===== config.mk =====
export PLATFORM = sky130hd
export DESIGN_NAME = beacon_nav_fsm
export DESIGN_NICKNAME = d
export VERILOG_FILES = /design/src/rtl/beacon_nav_fsm.sv
export SDC_FILE = /design/constraint.sdc
export NUM_CORES = 1
export LEC_CHECK = 0
export ABC_CLOCK_PERIOD_IN_PS = 5200
export CORE_UTILIZATION = 55
export DETAILED_ROUTE_END_ITERATION = 7
export GPL_ROUTABILITY_DRIVEN = 0
export GPL_TIMING_DRIVEN = 0
export PLACE_DENSITY = 0.71
export SLEW_MARGIN = 20
export SYNTH_ARGS = -nofsm -noshare
export SYNTH_HDL_FRONTEND = slang
export SYNTH_SLANG_ARGS = --single-unit

===== constraint.sdc =====
create_clock -name clock -period 5.2 [get_ports clock]
set_clock_uncertainty 0.1 [all_clocks]
set_input_delay 1.04 -clock clock [delete_from_list [all_inputs] [get_ports clock]]
set_output_delay 1.04 -clock clock [all_outputs]
set_load 0.01 [all_outputs]

===== src/rtl/beacon_nav_fsm.sv =====
// Beacon-homing navigation controller: debounces three detector codes, steers toward
// the target beacon, inserts coast dead-time on direction reversals and latches overcurrent faults.
module beacon_nav_fsm #(
    parameter int DEBOUNCE_CYCLES   = 100000,
    parameter int DEADTIME_CYCLES   = 50000,
    parameter int FAULT_HOLD_CYCLES = 50000000,
    parameter int SEARCH_TIMEOUT    = 500000000
) (
    input  logic       clock,
    input  logic       reset,
    input  logic       go,
    input  logic [1:0] target_id,
    input  logic [1:0] forward_signal,
    input  logic [1:0] left_signal,
    input  logic [1:0] right_signal,
    input  logic       compA,
    input  logic       compB,
    output logic [3:0] direction,
    output logic [2:0] speed,
    output logic [2:0] nav_state,
    output logic       fault,
    output logic       timed_out
);

    localparam int DB_W = $clog2(DEBOUNCE_CYCLES + 1);
    localparam int DT_W = (DEADTIME_CYCLES > 1) ? $clog2(DEADTIME_CYCLES) : 1;
    localparam int FH_W = (FAULT_HOLD_CYCLES > 1) ? $clog2(FAULT_HOLD_CYCLES) : 1;
    localparam int ST_W = (SEARCH_TIMEOUT > 1) ? $clog2(SEARCH_TIMEOUT) : 1;

    localparam logic [DB_W-1:0] DB_MAX  = DB_W'(DEBOUNCE_CYCLES);
    localparam logic [DB_W-1:0] DB_LAST = DB_W'(DEBOUNCE_CYCLES - 1);
    localparam logic [DT_W-1:0] DT_LAST = DT_W'(DEADTIME_CYCLES - 1);
    localparam logic [FH_W-1:0] FH_LAST = FH_W'(FAULT_HOLD_CYCLES - 1);
    localparam logic [ST_W-1:0] ST_LAST = ST_W'(SEARCH_TIMEOUT - 1);

    typedef enum logic [2:0] {
        IDLE   = 3'd0,
        SEARCH = 3'd1,
        FWD    = 3'd2,
        LEFT   = 3'd3,
        RIGHT  = 3'd4,
        FAULT  = 3'd5
    } state_t;

    state_t state, next_state;

    logic            go_s1, go_s2;
    logic [1:0]      comp_s1, comp_s2;
    logic [2:0][1:0] raw, sig_s1, sig_s2, cand, filt;
    logic [2:0][DB_W-1:0] db_cnt;
    logic            oc, hit_f, hit_l, hit_r, set_timeout;
    logic [ST_W-1:0] search_cnt;
    logic [FH_W-1:0] fault_cnt;
    logic [3:0]      cmd_dir, dt_target;
    logic [2:0]      cmd_speed;
    logic            dt_active;
    logic [DT_W-1:0] dt_cnt;

    assign raw[0] = forward_signal;
    assign raw[1] = left_signal;
    assign raw[2] = right_signal;

    // Channel 0 = forward, 1 = left, 2 = right; a change restarts the stability count at one.
    always_ff @(posedge clock or negedge reset) begin
        if (!reset) begin
            go_s1   <= 1'b0;
            go_s2   <= 1'b0;
            comp_s1 <= '0;
            comp_s2 <= '0;
            sig_s1  <= '0;
            sig_s2  <= '0;
            cand    <= '0;
            filt    <= '0;
            db_cnt  <= '0;
        end else begin
            go_s1   <= go;
            go_s2   <= go_s1;
            comp_s1 <= {compB, compA};
            comp_s2 <= comp_s1;
            sig_s1  <= raw;
            sig_s2  <= sig_s1;
            for (int i = 0; i < 3; i++) begin
                if (sig_s2[i] != cand[i]) begin
                    cand[i]   <= sig_s2[i];
                    db_cnt[i] <= DB_W'(1);
                end else begin
                    if (db_cnt[i] != DB_MAX)
                        db_cnt[i] <= db_cnt[i] + DB_W'(1);
                    if (db_cnt[i] >= DB_LAST)
                        filt[i] <= cand[i];
                end
            end
        end
    end

    assign oc    = comp_s2[0] | comp_s2[1];
    assign hit_f = (filt[0] == target_id) && (target_id != 2'd0);
    assign hit_l = (filt[1] == target_id) && (target_id != 2'd0);
    assign hit_r = (filt[2] == target_id) && (target_id != 2'd0);

    always_comb begin
        next_state  = state;
        set_timeout = 1'b0;
        case (state)
            IDLE:  if (go_s2 && !timed_out) next_state = SEARCH;
            FAULT: if (fault_cnt == FH_LAST && !oc) next_state = go_s2 ? SEARCH : IDLE;
            default: begin
                if (oc)          next_state = FAULT;
                else if (!go_s2) next_state = IDLE;
                else if (hit_f)  next_state = FWD;
                else if (hit_l)  next_state = LEFT;
                else if (hit_r)  next_state = RIGHT;
                else if (state == SEARCH && search_cnt == ST_LAST) begin
                    next_state  = IDLE;
                    set_timeout = 1'b1;
                end else         next_state = SEARCH;
            end
        endcase
    end

    always_comb begin
        cmd_dir   = 4'b0000;
        cmd_speed = 3'd0;
        case (state)
            SEARCH: begin cmd_dir = 4'b0110; cmd_speed = 3'd3; end
            FWD:    begin cmd_dir = 4'b1010; cmd_speed = 3'd7; end
            LEFT:   begin cmd_dir = 4'b0110; cmd_speed = 3'd4; end
            RIGHT:  begin cmd_dir = 4'b1001; cmd_speed = 3'd4; end
            default: ;
        endcase
    end

    // Both timers restart whenever their state is (re)entered and saturate at their limit.
    always_ff @(posedge clock or negedge reset) begin
        if (!reset) begin
            state      <= IDLE;
            timed_out  <= 1'b0;
            search_cnt <= '0;
            fault_cnt  <= '0;
        end else begin
            state <= next_state;
            if (!go_s2)           timed_out <= 1'b0;
            else if (set_timeout) timed_out <= 1'b1;
            if (state != SEARCH)          search_cnt <= '0;
            else if (search_cnt != ST_LAST) search_cnt <= search_cnt + ST_W'(1);
            if (state != FAULT)           fault_cnt <= '0;
            else if (fault_cnt != FH_LAST)  fault_cnt <= fault_cnt + FH_W'(1);
        end
    end

    // A change between two different non-zero words coasts first; stopping is always immediate.
    always_ff @(posedge clock or negedge reset) begin
        if (!reset) begin
            direction <= 4'b0000;
            speed     <= 3'd0;
            dt_active <= 1'b0;
            dt_target <= 4'b0000;
            dt_cnt    <= '0;
        end else if (cmd_dir == 4'b0000) begin
            direction <= 4'b0000;
            speed     <= 3'd0;
            dt_active <= 1'b0;
            dt_cnt    <= '0;
        end else if (dt_active) begin
            if (cmd_dir != dt_target) begin
                dt_target <= cmd_dir;
                dt_cnt    <= '0;
            end else if (dt_cnt == DT_LAST) begin
                direction <= dt_target;
                speed     <= cmd_speed;
                dt_active <= 1'b0;
            end else begin
                dt_cnt <= dt_cnt + DT_W'(1);
            end
        end else if (direction == 4'b0000 || cmd_dir == direction) begin
            direction <= cmd_dir;
            speed     <= cmd_speed;
        end else begin
            direction <= 4'b0000;
            speed     <= 3'd0;
            dt_target <= cmd_dir;
            dt_cnt    <= '0;
            dt_active <= 1'b1;
        end
    end

    assign nav_state = state;
    assign fault     = (state == FAULT);

endmodule


# Yosys cells after proc, flatten, opt, wreduce, memory -nomap -nowiden
# Cells that the tools add are included.
# W data, S select, Z words.
dict set report totals {
  ff_bits 168
  in_bits 13
  output_inout_bits 12
}
dict set report op_classes {
  addsub 6
  order_cmp 3
  eq_ne 32
  muxes 54
  bitwise_logic 5
  reduce_logical 28
}
# op count
set op_table {}
lappend op_table {{$mux W17} 6}
lappend op_table {{$mux W16} 5}
lappend op_table {{$mux W29} 2}
lappend op_table {{$mux W26} 2}
lappend op_table {{$add A17 B1 Y17 const B} 3}
lappend op_table {{$ge A17 B17 Y1 const B} 3}
lappend op_table {{$ne A17 B17 Y1 const B} 3}
lappend op_table {{$mux W3} 12}
lappend op_table {{$mux W4} 8}
lappend op_table {{$add A29 B1 Y29 const B} 1}
lappend op_table {{$eq A29 B29 Y1 const B} 1}
lappend op_table {{$ne A29 B29 Y1 const B} 1}
lappend op_table {{$add A26 B1 Y26 const B} 1}
lappend op_table {{$eq A26 B26 Y1 const B} 1}
lappend op_table {{$ne A26 B26 Y1 const B} 1}
lappend op_table {{$add A16 B1 Y16 const B} 1}
lappend op_table {{$eq A16 B16 Y1 const B} 1}
lappend op_table {{$mux W1} 16}
lappend op_table {{$pmux W4 S3} 1}
lappend op_table {{$reduce_and A2 Y1} 6}
lappend op_table {{$reduce_bool A2 Y1} 6}
lappend op_table {{$ne A3 B3 Y1 const B} 3}
lappend op_table {{$pmux W3 S3} 1}
lappend op_table {{$logic_not A4 Y1} 2}
lappend op_table {{20 further kinds} 41}

# Depth between registers and ports, before layout
# Gate-level depths: netlist of run 1.
dict set report depth {
  depth_word 11
  ltp_mapped 10
}

# Least setup slack after synthesis of run 1
# OpenSTA, ideal clock, no wires.
dict set report synth_path {
  path_kind {register to output}
  startpoint {register state[2] (netlist: nav_state[2])}
  endpoint {output port fault}
  t_arrival_ns 1.604
  required_time_ns 4.060
  setup_slack_ns 2.456
  path_stages_with_launch 7
  cell_sequence {dfrtp_1 -> buf_2 -> inv_2 -> or3_1 -> clkbuf_1 -> clkbuf_1 -> inv_1}
}
dict set report synth_via {
  elab_chain_cells 1
}
# element line
set synth_lines {}
lappend synth_lines {{start, declared} 45} ;# state_t state, next_state;
lappend synth_lines {{start signal, assigned} 141} ;# state <= next_state;
lappend synth_lines {{$eq A3 B3 Y1} 188} ;# assign fault = (state == FAULT);
lappend synth_lines {{end, declared} 21} ;# output logic fault,
# No other way between the ends.

# Final worst setup path of run 1
# Same ends and word-level chain as after synthesis.

==> reports/metrics.cfg, run 1 <==
[logic_synthesis]
yosysTopAreaCell=dfrtp_1
synth_edf_count=0
synth_seq_cells=167
synth_cell_types=70
ys_async_sr_fraction=1.00
syn_area_um2=8510
synth_commonest_cells=dfrtp_1 (167), nor2_1 (141), nand2_1 (63)
yosysMostFrequentCell=dfrtp_1
ys.flop_type=dfrtp_1
synth_nets=911
synth_area_leaders=dfrtp_1 (49%), xor2_1 (6.4%), nor2_1 (6.2%)
yosysWarnings=0
synth_top_area_frac=0.491
syn_avg_cell_area_um2=9.57
synth_cells=889
ys_seq_area_frac=0.491

[global_route]
grt_start_max_net_pins=88
grt_overflow=0
grt_pass1_vias=5966
grt_pass1_wl_um=28100
antenna_found_initial=0
grt_use_total=0.219

[final_layout]
antenna_cells=0
final_cell_area_um2=9630
fin_util=0.636
syn_to_final_growth_pct=13.1
layout-drive-gt1-share=0.0730
nets=954

[setup_path]
crit_slowest_cell=clkdlybuf4s50_1
cp_data_arrival_time_ps=2860
required_ps=4060
worst_setup_path_end_kind=output port
path_common_cell=clkbuf_1
critPathKind=register to output port
critPathLaunchType=register
max_stage_delay_ps=530
startpoint=nav_state[2]
r2r-start=nav_state[0]
path_max_fanout=10
crit_chain=buf_2, inv_2, or3_1, clkbuf_1, clkbuf_1, inv_1, clkdlybuf4s50_1

[power]
seqPwrFrac=0.488
power.internal_w=0.00217
p_sw_w=0.000673
power.leakage_nw=4.00
clockPowerShare=0.460
power-per-cell-area_nw_per_um2=296
pwr-share-comb=0.052
swShare=0.236
irDropWorstVdd_mv=0.263

[detailed_routing]
firstDrtPassIters=5
num_vias=6391
postRouteAntennaNets=0
drt_iter0_markers=417
wl_per_cell_um=14.1
viasPerCell=5.64
drc=0
routed_wl_um=16000

[worst_hold_path]
min_path_type=register to register
hold_start=sig_s1[4]

[place]
port_buffers=23
dp_slack_ps=1610
dpl.hpwl_um=10800
placed_area_um2=9010

[sta]
maxSlewViolCount=0
rsz0062_at_grt=false
max_freq_mhz=250
finalCritPeriodShare=0.770
finalCriticalPeriod_ps=4000
setup_ws_ps=1200
report.final.setup_viol=0
holdWs_ps=247
hold_viol=0
maxSlewHeadroom=0.524
worstMarginPinSlew_ps=711

[status]
status=finished clean

[clocking]
insertion_delay_ps=430
cts_buffer_depth=2
clock-sinks=167
cts_setup_buffers=0
cts_hold_buffers=0
h-tree-depth=4
clockRootBuffer=clkbuf_16
cts_resized=0
cts_tree=yes
cts-buffers-inserted=17
clkTransAtPathRegs_ps=70

[floorplan]
initial_utilization=0.562
core_area_um2=15100
pin_count=25
rows=45
die_w_um=126
dieArea_um2=16000
dieHeight_um=126

[job]
cap_violations=0

==> stage by stage <==
stage,std cells,TNS (ps),total power (W)
final,1133,0,0.00285
after global routing,1133,0,0.00297
after CTS,1133,0,0.00289
after detailed placement,1101,0,0.00157
after global placement,1100,-638150,0.00156
after floorplan,889,0,0.00150
==> layout make-up <==
| class | count | area, um^2 |
|---|---|---|
| fill | 1263 | 5520 |
| sequential | 167 | 4180 |
| multi-input combinational | 659 | 4080 |
| clock buffer | 17 | 425 |
| timing repair buffer | 24 | 263 |
| tap | 188 | 235 |
| clock inverter | 15 | 194 |
| buffer | 34 | 140 |
| inverter | 29 | 109 |
==> worst max-delay path, delay by kind of cell, from the launching register on <==
family | cells | cell delay [ps]
buf+inv | 6 | 1580
flops | 1 | 480
simple gates | 1 | 380
==> power groups by stage <==
| stage | Clock, W | Sequential, W | Combinational (W) |
|---|---|---|---|
| 6_report | 0.00131 | 0.00139 | 0.000149 |
| 2_1_floorplan | 0 | 0.00140 | 0.0000975 |
| 4_1_cts | 0.00134 | 0.00139 | 0.000154 |
| 3_3_place_gp | 0 | 0.00141 | 0.000146 |
| 3_5_place_dp | 0 | 0.00141 | 0.000153 |
| 5_1_grt | 0.00140 | 0.00140 | 0.000175 |
==> flip-flops by register name, summed over array words and instances, names as in the netlist, 4 cells and up <==
| register | cells |
|---|---|
| db_cnt | 51 |
| search_cnt | 29 |
| fault_cnt | 26 |
| dt_cnt | 16 |
| cand | 6 |
| filt | 6 |
| sig_s1 | 6 |
| sig_s2 | 6 |
| direction | 4 |
| dt_target | 4 |
==> final timing paths <==
kind                                  endpoint  slack, ps  cells past startpoint
worst min register to register       sig_s2[4]        250                      0
min in group asynchronous           dt_cnt[13]        490                      1
max in group asynchronous       search_cnt[15]       3670                      2
worst min-delay path                 sig_s2[4]        250                      0
worst max-delay path                     fault       1200                      7
worst max register to register       dt_cnt[7]       2390                      9
==> cells in the final DEF, fill, tap and decap left out, types with 4 or more instances in the layout <==
cell type,n
a221o_1,5
nor2b_1,7
xnor2_1,40
dfrtp_1,167
nand3b_1,4
inv_1,28
mux2_2,8
buf_2,4
a21o_1,4
nand2_1,63
nor3b_1,4
nor4b_1,6
nor4_1,13
and3_1,27
clkinv_4,5
xor2_1,62
and4_1,4
a21oi_1,20
a211oi_1,6
o31ai_1,4
mux2i_1,5
nor3_1,20
or3_1,17
or2_2,5
or3b_2,4
clkbuf_16,17
o211ai_1,4
nand4_1,30
nand3_1,55
ha_1,9
nor4bb_1,4
or4_1,4
clkdlybuf4s50_1,22
o21ai_0,27
nor2_1,141
clkbuf_1,25
a31oi_1,5
and2_1,5
==> layer usage <==
layer | vias to the layer above | part of all wire | global-route usage
met5 | - | 0 | 0
li1 | 3201 | - | -
met4 | 0 | 0.014 | 0.0602
met1 | 3088 | 0.50 | 0.300
met2 | 84 | 0.46 | 0.349
met3 | 18 | 0.029 | 0.0515
==> cell families (layout without fill, tap and decap cells) <==
| family | after synthesis | in the layout | share of synthesized area |
|---|---|---|---|
| AOI/OAI and AO/OA | 112 | 112 | 0.0937 |
| xor gates and xnor gates | 102 | 102 | 0.105 |
| DFF | 167 | 167 | 0.491 |
| muxes | 13 | 13 | 0.0165 |
| adders and majority gates | 9 | 9 | 0.0132 |
| and+or+nand+nor | 423 | 423 | 0.251 |
| buffers and inverters | 63 | 119 | 0.0293 |
(Power assumes the default switching activity.)
==> run 2: changes to the inputs <==
--- a/config.mk
+++ b/config.mk
@@ -5,12 +5,12 @@
 export SDC_FILE = /design/constraint.sdc
 export NUM_CORES = 1
 export LEC_CHECK = 0
-export ABC_CLOCK_PERIOD_IN_PS = 5200
+export ABC_CLOCK_PERIOD_IN_PS = 3500
 export CORE_UTILIZATION = 55
 export DETAILED_ROUTE_END_ITERATION = 7
 export GPL_ROUTABILITY_DRIVEN = 0
 export GPL_TIMING_DRIVEN = 0
-export PLACE_DENSITY = 0.71
+export PLACE_DENSITY = 0.74
 export SLEW_MARGIN = 20
 export SYNTH_ARGS = -nofsm -noshare
 export SYNTH_HDL_FRONTEND = slang
==> constraint.sdc (replaced) <==
create_clock -name clock -period 3.5 [get_ports clock]
set_clock_uncertainty 0.1 [all_clocks]
set_input_delay 0.7 -clock clock [delete_from_list [all_inputs] [get_ports clock]]
set_output_delay 0.7 -clock clock [all_outputs]
set_load 0.01 [all_outputs]
==> run 2 against run 1 <==
  * First-iteration DRC count down 6.7%
  * Via count down 0.14%
  * Power increased by 46%
  * Critical endpoint unchanged
  * Largest cell class unchanged
==> reports/metrics.cfg, run 2 (same netlist as run 1, synthesis figures left out) <==
[power]
total_power_w=0.00416  ; +46%
power-per-cell-area_nw_per_um2=433  ; +47%
power.leakage_nw=3.97  ; -0.60%
irDropWorstVdd_mv=0.421  ; +60%

[detailed_routing]
drt_iter0_markers=389  ; -6.7%
drc=0  ; unchanged
firstDrtPassIters=5  ; unchanged
num_vias=6382  ; -0.14%
viasPerCell=5.64  ; about the same
postRouteAntennaNets=0  ; unchanged
wl_per_cell_um=14.5  ; +2.6%
routed_wl_um=16400  ; +2.4%

[floorplan]
rows=45  ; unchanged
core_area_um2=15100  ; unchanged
die_w_um=126  ; unchanged
dieArea_um2=16000  ; unchanged
pin_count=25  ; unchanged
dieHeight_um=126  ; unchanged
initial_utilization=0.562  ; unchanged

[clocking]
clockRootBuffer=clkbuf_16
insertion_delay_ps=420  ; about the same
clkTransAtPathRegs_ps=70  ; about the same
cts_hold_buffers=0  ; unchanged
h-tree-depth=4  ; unchanged
clock-sinks=167  ; unchanged
cts_buffer_depth=2  ; unchanged
cts_tree=yes
cts-buffers-inserted=17  ; unchanged
cts_setup_buffers=0  ; unchanged
cts_resized=1  ; +1

[global_route]
grt_overflow=0  ; unchanged
grt_use_total=0.228  ; +0.00993
grt_start_max_net_pins=87  ; -1.1%
antenna_found_initial=0  ; unchanged
grt_pass1_vias=6230  ; +4.4%
grt_pass1_wl_um=29400  ; +4.7%

[final_layout]
layout-drive-gt1-share=0.0721  ; -0.000906
register_area_um2=4180  ; unchanged
layout_commonest_cell=dfrtp_1
layout_common_cells=dfrtp_1 (167), nor2_1 (141), nand2_1 (63), xor2_1 (62), nand3_1 (55)
nets=952  ; -0.21%
regMostFlops=db_cnt
final_cells=1131  ; -0.18%
multi_input_area_um2=4090  ; +0.12%
syn_to_final_growth_pct=12.8
fillers=1235  ; -2.2%
top_regs=db_cnt x51, search_cnt x29, fault_cnt x26
fin_util=0.633  ; -0.00207
antenna_cells=0  ; unchanged
largest_reg_flops=51  ; unchanged

[sta]
holdWs_ps=134  ; -113 ps
setup_ws_ps=238  ; -960 ps
maxSlewHeadroom=0.496  ; -0.0278
rsz0062_at_grt=false
maxSlewViolCount=0  ; unchanged
max_freq_mhz=307
finalCriticalPeriod_ps=3260
report.final.setup_viol=0  ; unchanged
hold_viol=0  ; unchanged
worstMarginPinSlew_ps=753  ; +41.5 ps
finalCritPeriodShare=0.932

[setup_path]
cp_data_arrival_time_ps=2460  ; -400 ps
critPathKind=register to output port
crit_slowest_cell=clkdlybuf4s50_1
max_stage_delay_ps=530  ; about the same
crit_chain=buf_2, inv_2, or3_4, inv_1, clkdlybuf4s50_1
required_ps=2700  ; -1360 ps
path_max_fanout=19  ; +9
critPathLaunchType=register
worst_setup_path_end_kind=output port

[worst_hold_path]
min_path_type=input pin to asynchronous set/reset pin

[place]
dp_cells=1101  ; unchanged
port_buffers=23  ; unchanged
dp_slack_ps=265  ; -1350 ps
dpl.hpwl_um=11100  ; +2.0%

[job]
cap_violations=0  ; unchanged

[status]
status=finished clean

[run 2: changes by cell type in the layout (fill, tap and decap cells not counted), sizes merged]
| cell | before | now |
|---|---|---|
| clkbuf | 42 | 43 |
| clkinvlp | 2 | 3 |
| bufinv | 3 | 2 |
| clkinv | 6 | 3 |
[run 2: worst paths after layout]
path	from	to	cells after the start	slack, ps
setup / recovery	nav_state[2]	fault	5	240
hold / removal	reset	dt_cnt[15]	1	130
setup reg to reg	nav_state[0]	dt_cnt[4]	9	670
hold reg to reg	sig_s1[3]	sig_s2[3]	0	250
max in group asynchronous	reset	db_cnt[35]	2	2370
min in group clock	sig_s1[3]	sig_s2[3]	0	250
[run 2: cell type report]
cell class | count | area share
buffer | 32 | 0.0138
sequential | 167 | 0.436
tap | 188 | 0.0245
timing repair buffer | 24 | 0.0274
clock inverter | 12 | 0.0150
inverter | 29 | 0.0113
multi-input combinational | 659 | 0.426
clock buffer | 20 | 0.0466
[run 2: metal layers]
metal | vias to the layer above | track usage | wire (um)
met1 | 3081 | 0.313 | 8130
li1 | 3196 | - | -
met4 | 0 | 0.0702 | 235
met2 | 78 | 0.363 | 7570
met5 | - | 0 | 0
met3 | 27 | 0.0527 | 460
[run 2: power by group]
part	leakage, nW	switching, W	internal, W	total, W
sequential	2.23	0.0000703	0.00200	0.00207
combinational	1.46	0.000130	0.0000946	0.000224
clock	0.278	0.000785	0.00108	0.00187
[run 2: per-stage QoR]
stage	cell area, um^2	setup TNS, ps
finish	9590	0
global route	9590	0
CTS	9590	0
detailed placement	9010	0
global placement	8970	-850770
floorplan	8510	0
[run 2: worst max-delay path: cells and delay by family (launching register included)]
| family | cells | cell delay (ps) |
|---|---|---|
| buffers and inverters | 4 | 1030 |
| DFF | 1 | 480 |
| and+or+nand+nor | 1 | 520 |
==> run 3: changes to the inputs <==
==> constraint.sdc (replaced) <==
create_clock -name clock -period 3.5 [get_ports clock]
set_clock_uncertainty 0.1 [all_clocks]
set_input_delay 0.7 -clock clock [delete_from_list [all_inputs] [get_ports clock]]
set_output_delay 0.7 -clock clock [all_outputs]
set_load 0.1 [all_outputs]
==> run 3 against run 2 <==
  * Final area rose by 0.34%
  * Flip-flop and latch count did not move
  * Sequential power barely moved
  * Critical path depth rose by 2
  * Die area did not move
==> reports/metrics.cfg, run 3 (same netlist as run 1, synthesis figures left out) <==
[setup_path]
path_depth=7  ; +2
r2r_setup_slack_ps=710  ; +40 ps
path_buf_inv=6  ; +2
critPathKind=register to output port
worstSetupEndpoint=fault
crit_family=buffers and inverters
path_max_fanout=10  ; -9
critPathLaunchType=register
path_common_cell=inv_1
rr_endpoint=dt_cnt[7]
crit_chain=buf_2, inv_1, or3_1, clkbuf_1, clkbuf_2, inv_1, clkbuf_4
ff2ff_path_depth=9  ; unchanged
crit_slowest_cell=dfrtp_1
cp_data_arrival_time_ps=2530  ; +70 ps
r2r-start=nav_state[0]
required_ps=2700  ; about the same
startpoint=nav_state[0]
worst_setup_path_end_kind=output port
max_stage_delay_ps=440  ; -90 ps

[final_layout]
top_regs=db_cnt x51, search_cnt x29, fault_cnt x26
final_cells=1132  ; +0.088%
multi_input_area_um2=4080  ; -0.12%
nets=954  ; +0.21%
register_area_um2=4180  ; about the same
fillers=1249  ; +1.1%
layout-drive-gt1-share=0.0731  ; +0.000983
layout_commonest_cell=dfrtp_1
largest_reg_flops=51  ; unchanged
layout_common_cells=dfrtp_1 (166), nor2_1 (141), nand2_1 (63), xor2_1 (62), nand3_1 (55)
regMostFlops=db_cnt
antenna_cells=0  ; unchanged
syn_to_final_growth_pct=13.1

[power]
pwr-share-comb=0.053  ; about the same
p_sw_w=0.000958  ; -2.8%
seqPwrFrac=0.485  ; -0.012
power-per-cell-area_nw_per_um2=443  ; +2.1%
irDropWorstVdd_mv=0.477  ; +13%
power.internal_w=0.00330  ; +4.1%
clockPowerShare=0.461  ; +0.012
swShare=0.225  ; -0.0122
power.leakage_nw=3.99  ; +0.55%

[place]
dp_slack_ps=-254  ; -519 ps
dp_cells=1101  ; unchanged
dpl.hpwl_um=11000  ; -0.18%
port_buffers=23  ; unchanged

[floorplan]
pin_count=25  ; unchanged
die_w_um=126  ; unchanged
rows=45  ; unchanged
dieArea_um2=16000  ; unchanged
core_area_um2=15100  ; unchanged
dieHeight_um=126  ; unchanged
initial_utilization=0.562  ; unchanged

[sta]
report.final.setup_viol=0  ; unchanged
tns_ps=0  ; unchanged
hold_viol=0  ; unchanged
finalCriticalPeriod_ps=3330  ; +65.4 ps
worstMarginPinSlew_ps=1030  ; +278 ps
setup_ws_ps=173  ; -65.4 ps
maxSlewHeadroom=0.311  ; -0.185
rsz0062_at_grt=false
maxSlewViolCount=0  ; unchanged
finalCritPeriodShare=0.951  ; +0.0187
max_freq_mhz=301  ; -2.0%

[global_route]
met2_usage=0.359  ; -0.00390
grt_pass1_wl_um=28800  ; -2.2%
grt_use_total=0.225  ; -0.00396
grt_overflow=0  ; unchanged
met1_usage=0.305  ; -0.00806
grt_start_max_net_pins=85  ; -2.3%
grt_pass1_vias=6116  ; -1.8%
top_usage_layer=met2
grt_use_met3=0.0426  ; -0.0101
antenna_found_initial=0  ; unchanged

[detailed_routing]
wl_per_cell_um=14.4  ; -0.73%
routed_wl_um=16300  ; -0.65%
drt_iter0_markers=497  ; +28%
postRouteAntennaNets=0  ; unchanged
num_vias=6372  ; -0.16%
viasPerCell=5.63  ; -0.24%
drc=0  ; unchanged
firstDrtPassIters=4  ; -1

[clocking]
cts_buffer_depth=2  ; unchanged
cts_hold_buffers=0  ; unchanged
cts_tree=yes
clkTransAtPathRegs_ps=70  ; about the same
cts_setup_buffers=0  ; unchanged
clockRootBuffer=clkbuf_16
clock-sinks=167  ; unchanged
cts-buffers-inserted=17  ; unchanged
h-tree-depth=4  ; unchanged
cts_resized=6  ; +5
insertion_delay_ps=430  ; about the same

[worst_hold_path]
min_path_type=input pin to asynchronous set/reset pin

[status]
status=finished clean

[job]
cap_violations=0  ; unchanged

## run 3: metrics by stage
step                power (W)  cell area (um^2)   util  hold WS [ps]
floorplan             0.00223              8510      -           231
global placement      0.00231              8970  0.593           235
detailed placement    0.00233              9010  0.595           235
CTS                   0.00431              9620  0.635           188
global route          0.00442              9630  0.636           229
finish                0.00426              9630  0.636           152
## run 3: cell type report
| cell class | instances | area share |
|---|---|---|
| flip-flops and latches | 167 | 0.434 |
| repair buffers | 24 | 0.0270 |
| inverters | 29 | 0.0113 |
| clock buffers | 20 | 0.0464 |
| clock inverters | 11 | 0.0181 |
| multi-input cells | 659 | 0.424 |
| plain buffers | 34 | 0.0147 |
| well taps | 188 | 0.0244 |
## run 3: power groups by stage
| stage | Combinational (W) | Clock, W | Sequential (W) |
|---|---|---|---|
| 3_3_place_gp | 0.000216 | 0 | 0.00210 |
| 3_5_place_dp | 0.000231 | 0 | 0.00210 |
| 6_report | 0.000226 | 0.00197 | 0.00207 |
| 5_1_grt | 0.000263 | 0.00208 | 0.00208 |
| 2_1_floorplan | 0.000145 | 0 | 0.00208 |
| 4_1_cts | 0.000233 | 0.00201 | 0.00207 |
## run 3: how the worst min path moves through the flow
stage                  to  cells past startpoint  slack [ps]
2_1_floorplan  comp_s2[0]                      0         230
3_3_place_gp    sig_s2[3]                      0         230
3_5_place_dp    sig_s2[3]                      0         230
4_1_cts        dt_cnt[11]                      1         190
5_1_grt        dt_cnt[13]                      1         230
6_report       dt_cnt[12]                      1         150
## run 3: per-layer routing
layer / share of wire / wire (um) / vias to the layer above
met5: 0 / 0 / -
met4: 0.022 / 353 / 0
met3: 0.027 / 439 / 28
met2: 0.46 / 7530 / 87
met1: 0.49 / 7970 / 3053
li1: - / - / 3204
